$ cat config.mk
export PLATFORM = sky130hd
export DESIGN_NAME = instr_mem_pipe
export DESIGN_NICKNAME = d
export VERILOG_FILES = /design/src/rtl/instr_mem_pipe.sv
export SDC_FILE = /design/constraint.sdc
export NUM_CORES = 1
export LEC_CHECK = 0
export ABC_AREA = 1
export CORE_MARGIN = 4
export CORE_UTILIZATION = 47
export CTS_CLUSTER_SIZE = 20
export DETAILED_ROUTE_END_ITERATION = 12
export DONT_BUFFER_PORTS = 1
export HOLD_SLACK_MARGIN = 0.03
export MAX_ROUTING_LAYER = met4
export PLACE_DENSITY_LB_ADDON = 0.12
export SETUP_SLACK_MARGIN = 0.2
export SYNTH_ARGS = -nofsm -noshare
export SYNTH_HDL_FRONTEND = slang
export SYNTH_SLANG_ARGS = --single-unit
export TNS_END_PERCENT = 10
$ cat constraint.sdc
create_clock -name clk_i -period 1.9 [get_ports clk_i]
set_input_delay 0.38 -clock clk_i [delete_from_list [all_inputs] [get_ports clk_i]]
set_output_delay 0.38 -clock clk_i [all_outputs]
set_load 0.005 [all_outputs]
$ cat src/rtl/instr_mem_pipe.sv
// instr_mem_pipe
//   Pipelined instruction store for the fetch side of the CPU datapath.
//   The fetch stage sends byte addresses over a valid/ready request channel.
//   Instruction words return LATENCY cycles later over a valid/ready response
//   channel that supports backpressure. Misaligned fetches and out-of-range
//   fetches are flagged, and a faulted response carries a NOP (0). A
//   word-indexed load port writes the program at run time. Contents
//   initialise to all zero.
//
// Ports
//   clk_i, rst_i                  clock (rising edge), async active-low reset
//   req_valid_i/req_ready_o       request handshake
//   req_addr_i[31:0]              byte address of the fetch
//   rsp_valid_o/rsp_ready_i       response handshake
//   rsp_instr_o[DATA_W-1:0]       fetched word (0 on fault)
//   rsp_fault_o[1:0]              00 ok, 01 misaligned, 10 out of range
//   ld_we_i, ld_addr_i, ld_data_i load-port write (blocks request acceptance)
//   fetch_cnt_o[15:0]             responses consumed, wraps
module instr_mem_pipe #(
  parameter int    DATA_W    = 32,
  parameter int    DEPTH     = 32,
  parameter int    LATENCY   = 1,
  parameter string INIT_FILE = ""
) (
  input  logic                     clk_i,
  input  logic                     rst_i,
  input  logic                     req_valid_i,
  output logic                     req_ready_o,
  input  logic [31:0]              req_addr_i,
  output logic                     rsp_valid_o,
  input  logic                     rsp_ready_i,
  output logic [DATA_W-1:0]        rsp_instr_o,
  output logic [1:0]               rsp_fault_o,
  input  logic                     ld_we_i,
  input  logic [$clog2(DEPTH)-1:0] ld_addr_i,
  input  logic [DATA_W-1:0]        ld_data_i,
  output logic [15:0]              fetch_cnt_o
);
  localparam int          AW      = $clog2(DEPTH);
  localparam logic [29:0] DEPTH_W = 30'(DEPTH);

  if (LATENCY < 1 || LATENCY > 4) begin : g_bad_latency
    $error("instr_mem_pipe: LATENCY must be in 1..4");
  end
  if (DEPTH < 4 || (DEPTH & (DEPTH - 1)) != 0) begin : g_bad_depth
    $error("instr_mem_pipe: DEPTH must be a power of two, at least 4");
  end

  // Storage. The array is never reset; contents survive rst_i.
  logic [DATA_W-1:0] mem [DEPTH] = '{default: '0};

  always_ff @(posedge clk_i) begin
    if (ld_we_i) mem[ld_addr_i] <= ld_data_i;
  end

  // Pipeline stages. Index 0 is stage 1, which is captured at acceptance.
  // Index LATENCY-1 is the output register.
  logic [LATENCY-1:0] vld_q;
  logic [DATA_W-1:0]  instr_q [LATENCY];
  logic [1:0]         fault_q [LATENCY];
  logic [15:0]        fetch_cnt_q, fetch_cnt_d;

  logic              advance, accept;
  logic [1:0]        fault;
  logic [1:0]        s1_fault_d;
  logic [DATA_W-1:0] s1_instr_d;

  assign rsp_valid_o = vld_q[LATENCY-1];
  assign rsp_instr_o = instr_q[LATENCY-1];
  assign rsp_fault_o = fault_q[LATENCY-1];
  assign fetch_cnt_o = fetch_cnt_q;

  // The whole pipe moves as one unit. A stalled output freezes every stage,
  // bubbles included. This keeps the stall-to-latency relation exact.
  assign advance     = !rsp_valid_o || rsp_ready_i;
  assign req_ready_o = rst_i && advance && !ld_we_i;
  assign accept      = req_valid_i && req_ready_o;

  // Misalignment wins over range.
  always_comb begin
    fault = 2'b00;
    if (req_addr_i[1:0] != 2'b00)      fault = 2'b01;
    else if (req_addr_i[31:2] >= DEPTH_W) fault = 2'b10;
  end

  // A faulted fetch or a bubble carries a zero word, so no read occurs.
  always_comb begin
    s1_fault_d = accept ? fault : 2'b00;
    s1_instr_d = '0;
    if (accept && fault == 2'b00) s1_instr_d = mem[req_addr_i[AW+1:2]];
  end

  always_ff @(posedge clk_i or negedge rst_i) begin
    if (!rst_i) begin
      vld_q <= '0;
      for (int k = 0; k < LATENCY; k++) begin
        instr_q[k] <= '0;
        fault_q[k] <= '0;
      end
    end else if (advance) begin
      vld_q[0]   <= accept;
      instr_q[0] <= s1_instr_d;
      fault_q[0] <= s1_fault_d;
      for (int k = 1; k < LATENCY; k++) begin
        vld_q[k]   <= vld_q[k-1];
        instr_q[k] <= instr_q[k-1];
        fault_q[k] <= fault_q[k-1];
      end
    end
  end

  always_comb begin
    fetch_cnt_d = fetch_cnt_q;
    if (rsp_valid_o && rsp_ready_i) fetch_cnt_d = fetch_cnt_q + 16'd1;
  end

  always_ff @(posedge clk_i or negedge rst_i) begin
    if (!rst_i) fetch_cnt_q <= '0;
    else        fetch_cnt_q <= fetch_cnt_d;
  end

endmodule

* Word level (Yosys, flattened, before mapping) *
Memories as Yosys holds them, arrays and structs flattened.
Index checks and enable logic that the tools add are counted.

storage, ports and cells
  word-level logic and storage cells = 23
  register bits = 51
  bits in writable memories = 1024
  output and inout port bits = 52
  memories = 1
  bits of input ports = 74

memory list
  name  depth  width  rd ports  clocked after memory_dff  wr ports  line  text
  mem   32     32     1         0                         1         50    logic [DATA_W-1:0] mem [DEPTH] = '{default: '0};

operators by class
  reduce and logical (&&, ||, !) cells = 10
  order comparisons = 1
  add/subtract/negate cells = 1
  mux-type cells = 6

operator list
  kind                     count
  $mux W32                 1
  $ge A30 B6 Y1 const B    1
  $add A16 B1 Y16 const B  1
  $mux W2                  3
  $logic_and A1 B1 Y1      5
  $logic_not A1 Y1         2
  $logic_not A2 Y1         1
  $mux W1                  2
  $reduce_bool A2 Y1       1
  $logic_or A1 B1 Y1       1

* Longest topological paths before layout *
Gate-level depths: netlist of run 1.

  word-level depth = 7
  mapped depth = 12
  mapped depth without buffers = 9

* Least setup slack after synthesis of run 1 *
Ideal clock, no wire load.

  kind = input -> register
  start point = input ld_addr_i[0]
  end point = memory mem[0][0] (enable)
  data arrival time = 2035 ps
  setup time = 421 ps
  path slack = -556 ps
  required time = 1479 ps
  cell stages on the path = 3
  buffers on the path = 0
  path through = inv_1 -> nand3_1 -> nor2_1

RTL lines
  item                line  text
  start: declaration  35    input logic [$clog2(DEPTH)-1:0] ld_addr_i,
  end: declaration    50

Straight into the memory's write port.

* Final worst setup path of run 1 *
  start point = input req_addr_i[2]
  end point = register instr_q, in the netlist rsp_instr_o[29]

between the ends
  word-level cells in the longest chain between the ends = 6
  elaborated cells between the ends (all ways) = 7
  those cells by class = order compare (1); mux (3); reduce/logical (2); memory (1)

RTL lines
  item                            line  text
  start: declaration              29    input logic [31:0] req_addr_i,
  $ge A30 B6 Y1                   83    else if (req_addr_i[31:2] >= DEPTH_W) fault = 2'b10;
  $mux W2                         83
  $mux W2                         82    if (req_addr_i[1:0] != 2'b00) fault = 2'b01;
  $logic_not A2 Y1                90    if (accept && fault == 2'b00) s1_instr_d = mem[req_addr_i[AW+1:2]];
  $logic_and A1 B1 Y1             90
  $mux W32 *                      90
  end signal: indexed assignment  106   instr_q[k] <= instr_q[k-1];
  end: declaration                59    logic [DATA_W-1:0] instr_q [LATENCY];

Mark *: on every way between the ends. The rest lies on a longest branch, timed or not.
A chain may end at the register's enable or synchronous reset.

==> metrics.yaml, run 1 <==
drt_first_pass_iters: 6
drt-vias-per-instance: 5.79
grt_pass1_vias: 27500
ir_worst_vdd_mv: 0.967
tritoncts: "yes"
slew_headroom: 0.185
rr_startpoint: "rsp_valid_o$_DFFE_PN0N_"
place_congestion: 0.790
synth.avg_cell_area_um2: 12.0
grt_usage: 0.273
clk_path_buf_depth: 3
rsz0062_at_grt: "yes"
hold_violations: 0
setup_viol: 0
grt_max_degree: 515
drv_slew: 0
numClockSinks: 1075
ff2ff_path_depth: 12
core_area_mm2: 0.0906
required_ps: 2520
multi_input_area_mm2: 0.0102
critPathKind: "in -> reg"
layout.nets: 3748
initial_core_util: 0.477
nFillCells: 7480
setup.worst_path.end: "rsp_instr_o[29]$_DFFE_PN0N_"
p_per_area_mw_per_mm2: 1020
overflow: 0
yosysTopAreaCellShare: 0.712
yosysWarnings: 0
fin_skew_ps: 16.6
grt_pass1_wl_um: 189000
initialDrtViolationCount: 3286
vias: 28700
synthTopCellsByArea: "edfxtp_1 71%, nand2_1 11%, nand3_1 11%, dfrtp_1 3.0%, buf_2 1.3%"
hpwl_um: 67300
cp_data_arrival_time_ps: 2490
dp_cells: 4684
worstSetupStartpoint: "req_addr_i[2]"
die_h_um: 311
dieWidth_um: 311
synth_ff_type: "edfxtp_1"
hold_class: "in -> reg"
dieArea_mm2: 0.0968
cap_violations: 0
final_cells: 4949
cts_made_buffers: 108
post-route-min-period_ps: 1870
syn_to_final_growth_pct: 16.4
io_buffers: 0
io_pins: 126
cts-root-buf: "clkbuf_16"
routed_wirelength_um: 131000
clk_latency_ps: 680
synth_seq_cells: 1075
antenna_found_initial: 9
syn_nets: 3675
cp-start-kind: "input pin"
tns_ps: 0
worst_pin_slew_ps: 1220
ff_latch_area_mm2: 0.0320
leakagePower_nw: 18.2
yosysMostFrequentCell: "nand2_1"
synth_edf_count: 1024
min_path_cells: 2
r2r_slack_ps: 120
wire_per_inst_um: 26.4
status: "completed"
synthCells: 3600
ant_nets: 0
synth_top_cell_by_area: "edfxtp_1"
fin_crit_sh: 0.987
drive_gt1_frac: 0.0974
synth_seq_area_share: 0.741
clk_pin_slew_ps: 60
crit_fanout: 514
async_flop_share: 0.0474
htreeDepth: 3
drt_drc_violations_left: 0
r2r-end: "rsp_instr_o[25]$_DFFE_PN0N_"
synth.distinct_cells: 27
rows: 110
endpoint_kind: "register"
syn-cell-area_mm2: 0.0432
yosys-top-cells-count: "1,250 x nand2_1, 1,024 x edfxtp_1, 937 x nand3_1, 109 x buf_2, 59 x buf_4"
timing.fmax_ghz: 0.533
[worst min-delay path by stage]
stage | startpoint | end | slack [ps]
after floorplan | rst_i | fetch_cnt_o[0]$_DFFE_PN0P_ | 80
after global routing | ld_we_i | mem[14][18]$_DFFE_PP_ | 40
after global placement | rst_i | rsp_instr_o[31]$_DFFE_PN0N_ | 90
after CTS | ld_we_i | mem[14][18]$_DFFE_PP_ | 30
after detailed placement | rst_i | rsp_instr_o[31]$_DFFE_PN0N_ | 90
final | ld_we_i | mem[14][18]$_DFFE_PP_ | 50
[critical path: stages]
cell and delay (ps):
inv_16 270, buf_12 220, buf_4 230, nand2_1 70
nand3_1 70, nand3_1 90, nand3_1 90, nand2_1 50
nand2_1 50, dlygate4sd3_1 560, nand3_1 70, nand2_1 50
[where the power goes]
group / switching [W] / internal [W] / total (W)
logic: 0.00178 / 0.000896 / 0.00268
clock network: 0.00897 / 0.0132 / 0.0222
registers: 0.000139 / 0.0263 / 0.0264
total: 0.0109 / 0.0404 / 0.0513
[through the flow]
step	util	hold WS, ps	setup WS, ps	power [W]	instance area [um^2]
after floorplan	-	84.4	209	0.0286	43500
after global placement	0.506	89.0	60.0	0.0290	45800
after detailed placement	0.506	89.1	83.5	0.0291	45800
after CTS	0.554	30.8	64.5	0.0516	50100
after global routing	0.555	41.5	34.8	0.0529	50300
final	0.555	53.8	25.4	0.0513	50300
[flip-flops by register name, summed over array words and instances (netlist names)]
register,count
mem,1024
rsp_instr_o,32
fetch_cnt_o,16
rsp_fault_o,2
rsp_valid_o,1
[routing by layer]
metal | global-route usage | vias up | wire (um)
met1 | 0.376 | 14400 | 55200
li1 | - | 12900 | -
met2 | 0.427 | 1213 | 61800
met5 | - | - | 0
met4 | 0.0723 | 0 | 3390
met3 | 0.0448 | 223 | 10400
[final cells by class]
cell class | count | area share
Antenna cell | 6 | 0.000299
Clock buffer | 144 | 0.0587
Clock inverter | 60 | 0.0150
Inverter | 33 | 0.00301
Multi-Input combinational cell | 2268 | 0.203
Sequential cell | 1075 | 0.637
Tap cell | 1176 | 0.0293
Timing Repair Buffer | 187 | 0.0544
[layout by cell type (no fill, tap or decap), types with 2 or more instances in the layout]
cell,instances
clkinv_1,14
dfrtp_1,51
buf_16,3
nand4_1,4
buf_12,89
clkbuf_16,113
clkinv_2,21
inv_16,2
xor2_1,8
clkbuf_1,27
xnor2_1,7
nand2_1,1247
clkbuf_8,7
bufinv_16,17
inv_2,4
nand3_1,925
inv_6,2
diode_2,6
buf_4,49
nand3_2,7
inv_1,25
edfxtp_1,1024
nor2_4,35
clkinvlp_4,4
dlygate4sd3_1,43
nand3_4,5
nand2_2,2
nor2_1,17
[cell families after synthesis]
group                      Yosys count  synth area share
and+or+nand+nor                   2250             0.224
DFF                               1075             0.741
buffers and inverters              257            0.0314
xor gates and xnor gates            15           0.00304
AOI/OAI and AO/OA                    2          0.000290
adders and majority gates            1          0.000290
[timing repair]
action                                   CTS  global route
setup buffers                              1             1
pin swaps                                  1             4
cloned                                     0             3
endpoints found under the hold margin   1111             0
hold buffers                              50             0
endpoints found under the setup margin     5            38
resized for setup                          3             8
Power figures use the tool's default switching activity.
==> run 2, diff against run 1 <==
--- a/config.mk
+++ b/config.mk
@@ -11,6 +11,7 @@
 export CTS_CLUSTER_SIZE = 20
 export DETAILED_ROUTE_END_ITERATION = 12
 export DONT_BUFFER_PORTS = 1
+export GPL_ROUTABILITY_DRIVEN = 0
 export HOLD_SLACK_MARGIN = 0.03
 export MAX_ROUTING_LAYER = met4
 export PLACE_DENSITY_LB_ADDON = 0.12
==> results of run 2 <==
The final DEF is identical to that of run 1; final timing and power are the same.
